--- src/rtl/master_pkg.sv ---
// Shared constants for the master tile sequencer: default widths and FSM state codes.
package master_pkg;
   localparam int DEF_ADDR_WIDTH   = 8;
   localparam int DEF_WIDTH_HEIGHT = 16;

   localparam logic [1:0] S_IDLE   = 2'd0;
   localparam logic [1:0] S_ISSUE  = 2'd1;
   localparam logic [1:0] S_WAIT   = 2'd2;
   localparam logic [1:0] S_FINISH = 2'd3;
endpackage

--- src/rtl/tile_extent.sv ---
// Tile edge for one dimension: min(width_height, remaining) - 1, purely combinational.
// Expects remaining >= 1; the sequencer never issues a tile with nothing left.
module tile_extent #(
   parameter int addr_width   = 8,
   parameter int width_height = 16
) (
   input  logic [addr_width-1:0]           remaining,
   output logic [$clog2(width_height)-1:0] extent
);
   localparam int CW = $clog2(width_height);
   localparam logic [addr_width:0] WH_EXT = (addr_width+1)'(width_height);
   localparam logic [CW-1:0]       WH_M1  = CW'(width_height - 1);

   always_comb begin
      if ({1'b0, remaining} >= WH_EXT)
         extent = WH_M1;
      else
         extent = CW'(remaining - addr_width'(1));
   end
endmodule

--- src/rtl/master_tile_sequencer.sv ---
// Walks a matrix in systolic-array tiles (column-tile outer), one mc_active launch per tile,
// next launch the cycle after mc_done; optional abort port under MASTER_TILE_SEQ_ABORT_EN.
module master_tile_sequencer
   import master_pkg::*;
#(
   parameter int addr_width   = DEF_ADDR_WIDTH,
   parameter int width_height = DEF_WIDTH_HEIGHT
) (
   input  logic                            clk,
   input  logic                            reset,
   input  logic                            start,
   input  logic [addr_width-1:0]           mat_base_addr,
   input  logic [addr_width-1:0]           mat_rows,
   input  logic [addr_width-1:0]           mat_cols,
   output logic                            mc_active,
   output logic [addr_width-1:0]           mc_base_addr,
   output logic [$clog2(width_height)-1:0] mc_num_row,
   output logic [$clog2(width_height)-1:0] mc_num_col,
   input  logic                            mc_done,
`ifdef MASTER_TILE_SEQ_ABORT_EN
   input  logic                            abort,
`endif
   output logic                            busy,
   output logic                            done
);
   localparam int CW = $clog2(width_height);
   localparam logic [addr_width:0]   WH_EXT = (addr_width+1)'(width_height);
   localparam logic [addr_width-1:0] WH_A   = addr_width'(width_height);

   logic [1:0]            state;
   logic [addr_width-1:0] rows_q, row_left, col_left, row_addr, col_base;
   logic [addr_width-1:0] nxt_row_left, nxt_col_left, nxt_row_addr, nxt_col_base;
   logic [CW-1:0]         ext_row, ext_col;
   logic                  more_rows, more_cols, abort_q, abort_hit;

`ifdef MASTER_TILE_SEQ_ABORT_EN
   assign abort_hit = abort;
`else
   assign abort_hit = 1'b0;
`endif

   assign more_rows = {1'b0, row_left} > WH_EXT;
   assign more_cols = {1'b0, col_left} > WH_EXT;

   // Next tile position: from the inputs when starting, else step down a column, else to the next column tile.
   always_comb begin
      nxt_row_left = row_left;
      nxt_col_left = col_left;
      nxt_row_addr = row_addr;
      nxt_col_base = col_base;
      if (state == S_IDLE) begin
         nxt_row_left = mat_rows;
         nxt_col_left = mat_cols;
         nxt_row_addr = mat_base_addr;
         nxt_col_base = mat_base_addr;
      end else if (more_rows) begin
         nxt_row_left = row_left - WH_A;
         nxt_row_addr = row_addr + WH_A;
      end else begin
         nxt_row_left = rows_q;
         nxt_col_left = col_left - WH_A;
         nxt_col_base = col_base + rows_q;
         nxt_row_addr = col_base + rows_q;
      end
   end

   tile_extent #(.addr_width(addr_width), .width_height(width_height)) u_row_ext (
      .remaining (nxt_row_left),
      .extent    (ext_row)
   );

   tile_extent #(.addr_width(addr_width), .width_height(width_height)) u_col_ext (
      .remaining (nxt_col_left),
      .extent    (ext_col)
   );

   always_ff @(posedge clk or negedge reset) begin
      if (!reset) begin
         state        <= S_IDLE;
         mc_active    <= 1'b0;
         mc_base_addr <= '0;
         mc_num_row   <= '0;
         mc_num_col   <= '0;
         busy         <= 1'b0;
         done         <= 1'b0;
         rows_q       <= '0;
         row_left     <= '0;
         col_left     <= '0;
         row_addr     <= '0;
         col_base     <= '0;
         abort_q      <= 1'b0;
      end else begin
         mc_active <= 1'b0;
         case (state)
            S_IDLE: begin
               if (start) begin
                  busy    <= 1'b1;
                  rows_q  <= mat_rows;
                  abort_q <= 1'b0;
                  if (mat_rows == '0 || mat_cols == '0) begin
                     state <= S_FINISH;
                  end else begin
                     state        <= S_ISSUE;
                     mc_active    <= 1'b1;
                     row_left     <= nxt_row_left;
                     col_left     <= nxt_col_left;
                     row_addr     <= nxt_row_addr;
                     col_base     <= nxt_col_base;
                     mc_base_addr <= nxt_row_addr;
                     mc_num_row   <= ext_row;
                     mc_num_col   <= ext_col;
                  end
               end
            end
            S_ISSUE: begin
               state <= S_WAIT;
               if (abort_hit) abort_q <= 1'b1;
            end
            S_WAIT: begin
               if (abort_hit) abort_q <= 1'b1;
               if (mc_done) begin
                  if (!(more_rows || more_cols) || abort_q || abort_hit) begin
                     state <= S_FINISH;
                     done  <= 1'b1;
                     busy  <= 1'b0;
                  end else begin
                     state        <= S_ISSUE;
                     mc_active    <= 1'b1;
                     row_left     <= nxt_row_left;
                     col_left     <= nxt_col_left;
                     row_addr     <= nxt_row_addr;
                     col_base     <= nxt_col_base;
                     mc_base_addr <= nxt_row_addr;
                     mc_num_row   <= ext_row;
                     mc_num_col   <= ext_col;
                  end
               end
            end
            S_FINISH: begin
               // An empty pass arrives here with done still low and spends one busy cycle first.
               if (done) begin
                  done  <= 1'b0;
                  state <= S_IDLE;
               end else begin
                  done <= 1'b1;
                  busy <= 1'b0;
               end
            end
            default: state <= S_IDLE;
         endcase
      end
   end
endmodule

--- config.mk ---
export PLATFORM = sky130hd
export DESIGN_NAME = master_tile_sequencer
export DESIGN_NICKNAME = d
export VERILOG_FILES = /design/src/rtl/master_pkg.sv /design/src/rtl/tile_extent.sv /design/src/rtl/master_tile_sequencer.sv
export SDC_FILE = /design/constraint.sdc
export NUM_CORES = 1
export LEC_CHECK = 0
export BUFFER_PORTS_ARGS = -buffer_cell sky130_fd_sc_hd__buf_2
export CAP_MARGIN = 10
export CORE_ASPECT_RATIO = 1.2
export CORE_MARGIN = 4
export CORE_UTILIZATION = 50
export CTS_BUF_LIST = sky130_fd_sc_hd__clkbuf_8
export DETAILED_ROUTE_END_ITERATION = 16
export PLACE_DENSITY = 0.84
export SYNTH_ARGS = -nofsm -noshare
export SYNTH_HDL_FRONTEND = slang
export SYNTH_SLANG_ARGS = --single-unit
--- constraint.sdc ---
create_clock -name clk -period 2.46 [get_ports clk]
set_clock_uncertainty 0.1 [all_clocks]
set_input_delay 0.738 -clock clk [delete_from_list [all_inputs] [get_ports clk]]
set_output_delay 0.738 -clock clk [all_outputs]
set_load 0.005 [all_outputs]
### After elaboration in Yosys (flattened, before gate mapping)

Index checks and enable logic that the tools add are counted.
W data, S select, Z words.

| operators by class | value |
|---|---|
| $lt $le $gt $ge | 4 |
| equality and inequality tests | 10 |
| reductions and logical operators | 14 |
| add/sub/neg operators | 6 |
| mux-type cells | 60 |

Operator list:

| cell | number |
|---|---|
| $mux W8 | 24 |
| $pmux W8 S2 | 4 |
| $mux W4 | 10 |
| $ge A8 B5 Y1 const B | 2 |
| $gt A8 B5 Y1 const B | 2 |
| $logic_not A8 Y1 | 2 |
| $pmux W4 S2 | 2 |
| $sub A8 B5 Y8 const B | 2 |
| $ne A2 B2 Y1 const B | 7 |
| $mux W1 | 11 |
| $mux W2 | 5 |
| $reduce_and A5 Y1 | 2 |
| $add A8 B5 Y8 const B | 1 |
| $add A8 B8 Y8 | 1 |
| $pmux W2 S4 | 1 |
| $sub A4 B1 Y4 const B | 2 |
| $reduce_and A3 Y1 | 2 |
| $eq A2 B2 Y1 const B | 2 |
| $pmux W1 S2 | 2 |
| $reduce_bool A2 Y1 | 2 |
| $pmux W1 S3 | 1 |
| $reduce_bool A3 Y1 | 1 |
| $eq A2 B1 Y1 const B | 1 |
| $logic_not A2 Y1 | 1 |
| 3 further kinds | 4 |

| storage, ports and cells | value |
|---|---|
| register bits after elaboration | 53 |
| input bits | 28 |

### Depth between registers and ports, before layout

| logic depth | value |
|---|---|
| depth in word-level cells | 8 |
| mapped depth | 11 |
| gate-level depth less buffers | 10 |

### Modules after synthesis

From an unflattened synthesis, not the netlist that was laid out.

| second synthesis, totals | value |
|---|---|
| cells, all modules | 348 |
| area total of the unflattened synthesis | 3430.8 µm² |

Modules (own cells, without submodules):

| module | cells each | times used | area an instance (µm²) |
|---|---|---|---|
| master_tile_sequencer | 326 | 1 | 3298.2 |
| tile_extent | 11 | 2 | 66.3 |

### Least setup slack after synthesis

No wires, ideal clock.

| path | value |
|---|---|
| kind | register -> register |
| from | register row_left[4] |
| to | register row_addr[2] |
| required time | 2233 ps |
| arrival | 2184 ps |
| stages on the path, launching flop included | 10 |
| buffers on the path | 2 |
| slack | 48 ps |
| cell sequence | dfrtp_1 -> inv_1 -> ha_1 -> or3b_4 -> a21bo_4 -> buf_8 -> nand3_1 -> a211oi_2 -> buf_4 -> mux2_1 |

| between the ends | value |
|---|---|
| word-level cells in the longest chain between the ends | 6 |

Ends and longest elaborated chain:

| what | RTL line | source |
|---|---|---|
| from (decl) | master_tile_sequencer.sv:31 | `logic [addr_width-1:0] rows_q, row_left, col_left, row_addr, col_base;` |
| from (signal assigned) | master_tile_sequencer.sv:105 | `row_left <= nxt_row_left;` |
| from (signal assigned) | master_tile_sequencer.sv:129 | `row_left <= nxt_row_left;` |
| $gt A8 B5 Y1 * | master_tile_sequencer.sv:42 | `assign more_rows = {1'b0, row_left} > WH_EXT;` |
| $mux W8 | master_tile_sequencer.sv:56 | `end else if (more_rows) begin` |
| $mux W8 | master_tile_sequencer.sv:51 | `if (state == S_IDLE) begin` |
| $mux W8 (on tied branches) | master_tile_sequencer.sv:122, master_tile_sequencer.sv:100 |  |
| $mux W8 (on tied branches) | master_tile_sequencer.sv:121, master_tile_sequencer.sv:96 |  |
| $pmux W8 S2 | master_tile_sequencer.sv:94 | `case (state)` |
| to (signal assigned) | master_tile_sequencer.sv:107 | `row_addr <= nxt_row_addr;` |
| to (signal assigned) | master_tile_sequencer.sv:131 | `row_addr <= nxt_row_addr;` |
| to (decl) | master_tile_sequencer.sv:31 |  |

Every way passes the cells marked *; elsewhere a longest branch is shown, timed or not. The select of a mux whose other input is x is not followed.
A chain may end at the register's enable or synchronous reset.

### Worst setup path in the final report

| path | value |
|---|---|
| from | register row_left[5] |
| to | register row_addr[3] |

Same word-level chain as after synthesis.

==> summary.txt <==
Ant. Diodes = 0
Post-synth top flop = dfrtp_1
Worst-path clk slew = 0.10 ns
Final wirelength = 8500 um
Largest net degree at the start of global routing = 33
Setup TNS Final = -0.00480 ns
Hold Worst Slack = 0.209 ns
Chip width = 82 um
Number of port buffers = 46
WL met2 = 4420 um
Fin worst setup slack = -0.00295 ns
EDFF count, synth = 0
Synth Area per Inst = 9.61 um2
Initial core utilization = 51.3%
Flops & latches, synth = 53
P&R area growth vs syn = 23.1%
Drt via density = 5.92
CTS tree = done
Met1 WL = 3400 um
Number of buffers created by CTS = 5
Routability cong. = 0.960
Cell taking the most area after synthesis = dfrtp_1
Synth top area share = 40.4%
# hold bufs at CTS = 0
Distinct cells, synth = 63
Starting DRC count in detailed routing = 179
Final min period = 2.46 ns
Mapped Cells = 342
Setup CP Type = reg2reg
Max_slew headroom = 59.7%
CTS H-Tree Depth = 2
Die area = 0.00794 mm2
Maximum VDD drop = 0.848 mV
Power Density = 1670 mW/mm2
Crit path max fanout = 13
Tcrit/Tclk final = 100%
Unrepaired setup endpoints after global routing = true
Worst slack, placed = -0.0686 ns
Worst-path cell chain = inv_1, ha_4, or3b_4, a21bo_4, buf_4, and4_4, a211oi_4, clkbuf_16, buf_8, o21a_1
Clock Sink Count = 53
Nets = 463
Number of global-route vias before repair = 2902
Total number of vias = 2965
DRC viols = 0
Top post-synthesis cells by area = dfrtp_1 40%, ha_1 6.9%, nand2_1 4.5%
First-pass GRT wire length = 13400 um
Core Area = 0.00641 mm2
Max Clock Freq = 406 MHz
Data arrival, critical path = 2.57 ns
Seq/Total Area, Yosys = 40.4%
Setup crit start kind = register
Grt ovf = 0
Hold Crit Class = in2async
Failing checks = setup timing
Global Route Usage Sum = 21.1%
Final hold viol count = 0
Pleak = 1.76 nW
Cell with the largest stage delay on the worst path = or3b_4
# IOs = 47
Worst Reg-to-Reg Cells = 10
Worst slew pin tran = 0.600 ns
Hpwl dp = 6080 um
Fraction of layout instances using a drive strength above 1 = 31.0%
Ys async rst share = 100%
Worst skew pair latency = 0.32 ns
CP max stage delay = 0.41 ns
Final setup fails = 2
CP endpoint kind = register
Max-Cap Viols = 0
Initial antenna violation count = 0
Pins over their slew limit = 0
Mapped Area = 0.00329 mm2
Die height = 96.8 um
Clk buf depth = 2
CTS root buf = clkbuf_8
Met3 wire length = 502 um
Filler instances = 552
Worst EP required = 2.56 ns
Max layer used = met4
DR pass1 iterations = 5
Synth Net Count = 389
Wire length per cell = 17.0 um
YS warnings = 0
Cell row count = 32
ANT nets after route = 0
Status = finished with violations
==> kinds of logic (layout without fill, tap and decap cells) <==
logic type | after synthesis | after routing | share of synthesized area, %
adder cells (fa/ha/maj) | 19 | 19 | 7.46
buffers and inverters | 30 | 103 | 4.95
multiplexers | 20 | 20 | 6.55
flip-flops | 53 | 53 | 40.4
XOR/XNOR | 16 | 16 | 4.27
AO/OA/AOI/OAI | 102 | 103 | 21.2
AND/OR/NAND/NOR | 102 | 102 | 15.2
==> through the flow <==
stage          power [W]  cells  utilization [%]  instance area (um2)
4_1_cts          0.00634    496             60.6                 3880
5_1_grt          0.00731    501             63.1                 4040
6_report         0.00677    501             63.1                 4040
3_3_place_gp     0.00553    485             58.5                 3750
3_5_place_dp     0.00571    485             58.5                 3750
2_1_floorplan    0.00456    342                -                 3290
==> report_power, final <==
group	switching (W)	leakage (nW)	internal [W]
Combinational	0.00242	1.11	0.00217
Clock	0.000291	0.0485	0.000220
Sequential	0.000374	0.604	0.00130
==> path summary, 6_finish.rpt <==
path                                          from  slack (ns)                       to
min reg2reg                row_addr[3]$_DFFE_PN0P_        0.40  row_addr[3]$_DFFE_PN0P_
max                        row_left[5]$_DFFE_PN0P_      -0.003  row_addr[3]$_DFFE_PN0P_
max reg2reg                row_left[5]$_DFFE_PN0P_      -0.003  row_addr[3]$_DFFE_PN0P_
min in group clk           row_addr[3]$_DFFE_PN0P_        0.40  row_addr[3]$_DFFE_PN0P_
min                                          reset        0.21      mc_active$_DFF_PN0_
max in group asynchronous                    reset        1.51  row_left[0]$_DFFE_PN0P_
==> synthesized netlist by cell type (all sizes together), types with 2 or more instances <==
library cell and instances:
o21ai 26, xor2 3, a21o 2, buf 12, xnor2 13, nand2 40
inv 14, nor3 4, a31oi 8, a21oi 23, a211o 2, mux2i 8
a22oi 3, a2111oi 2, and3 3, o21a 2, nor4b 3, o22a 5
nor4 6, ha 18, clkbuf 4, mux2 12, nand3 8, a211oi 4
nor2 30, o211ai 3, dfrtp 53, o22ai 7, o31ai 3
==> cell usage in the layout (no fill, tap or decap), drive strengths merged, types with 7 or more instances in the layout <==
cell type	count
clkbuf	7
ha	18
o22ai	7
dfrtp	53
inv	15
a31oi	8
buf	81
xnor2	13
nand2	40
mux2	12
a21oi	23
mux2i	8
nor2	30
o21ai	26
nand3	8
==> per-layer routing <==
metal / track usage, % / up-vias
met5: 0 / -
met1: 25.5 / 1442
met3: 3.17 / 22
met2: 37.8 / 111
met4: 5.75 / 0
li1: - / 1390
==> worst max-delay path, delay by kind of cell, from the launching register on <==
family                     cells  cell delay [ns]
AOI/OAI and AO/OA              3             0.46
adders and majority gates      1             0.15
buffers and inverters          4             0.59
DFF                            1             0.40
and+or+nand+nor                2             0.64
==> sequential cells by signal, summed over array words and instances (netlist names) <==
signal      flops
rows_q          8
mc_num_row      4
busy            1
row_addr        8
row_left        8
mc_active       1
done            1
mc_num_col      4
col_left        8
col_base        8
state           2
==> layout make-up <==
type,count,area (um2),share of cell area [%]
clock inverter,1,3.75,0.0928
tap,85,106,2.63
timing repair buffer,82,546,13.5
inverter,14,52.6,1.30
clock buffer,6,82.6,2.04
sequential,53,1330,32.8
multi-input combinational,260,1930,47.6
==> timing repair <==
action | 4_1_cts | 5_1_grt
gates cloned | 1 | 0
pin swaps | 1 | 5
setup endpoints to repair | 16 | 33
hold endpoints to repair | 0 | 0
buffers inserted | 3 | 5
resized for setup | 4 | 28
Note: power is estimated with default switching activity, not from simulation.
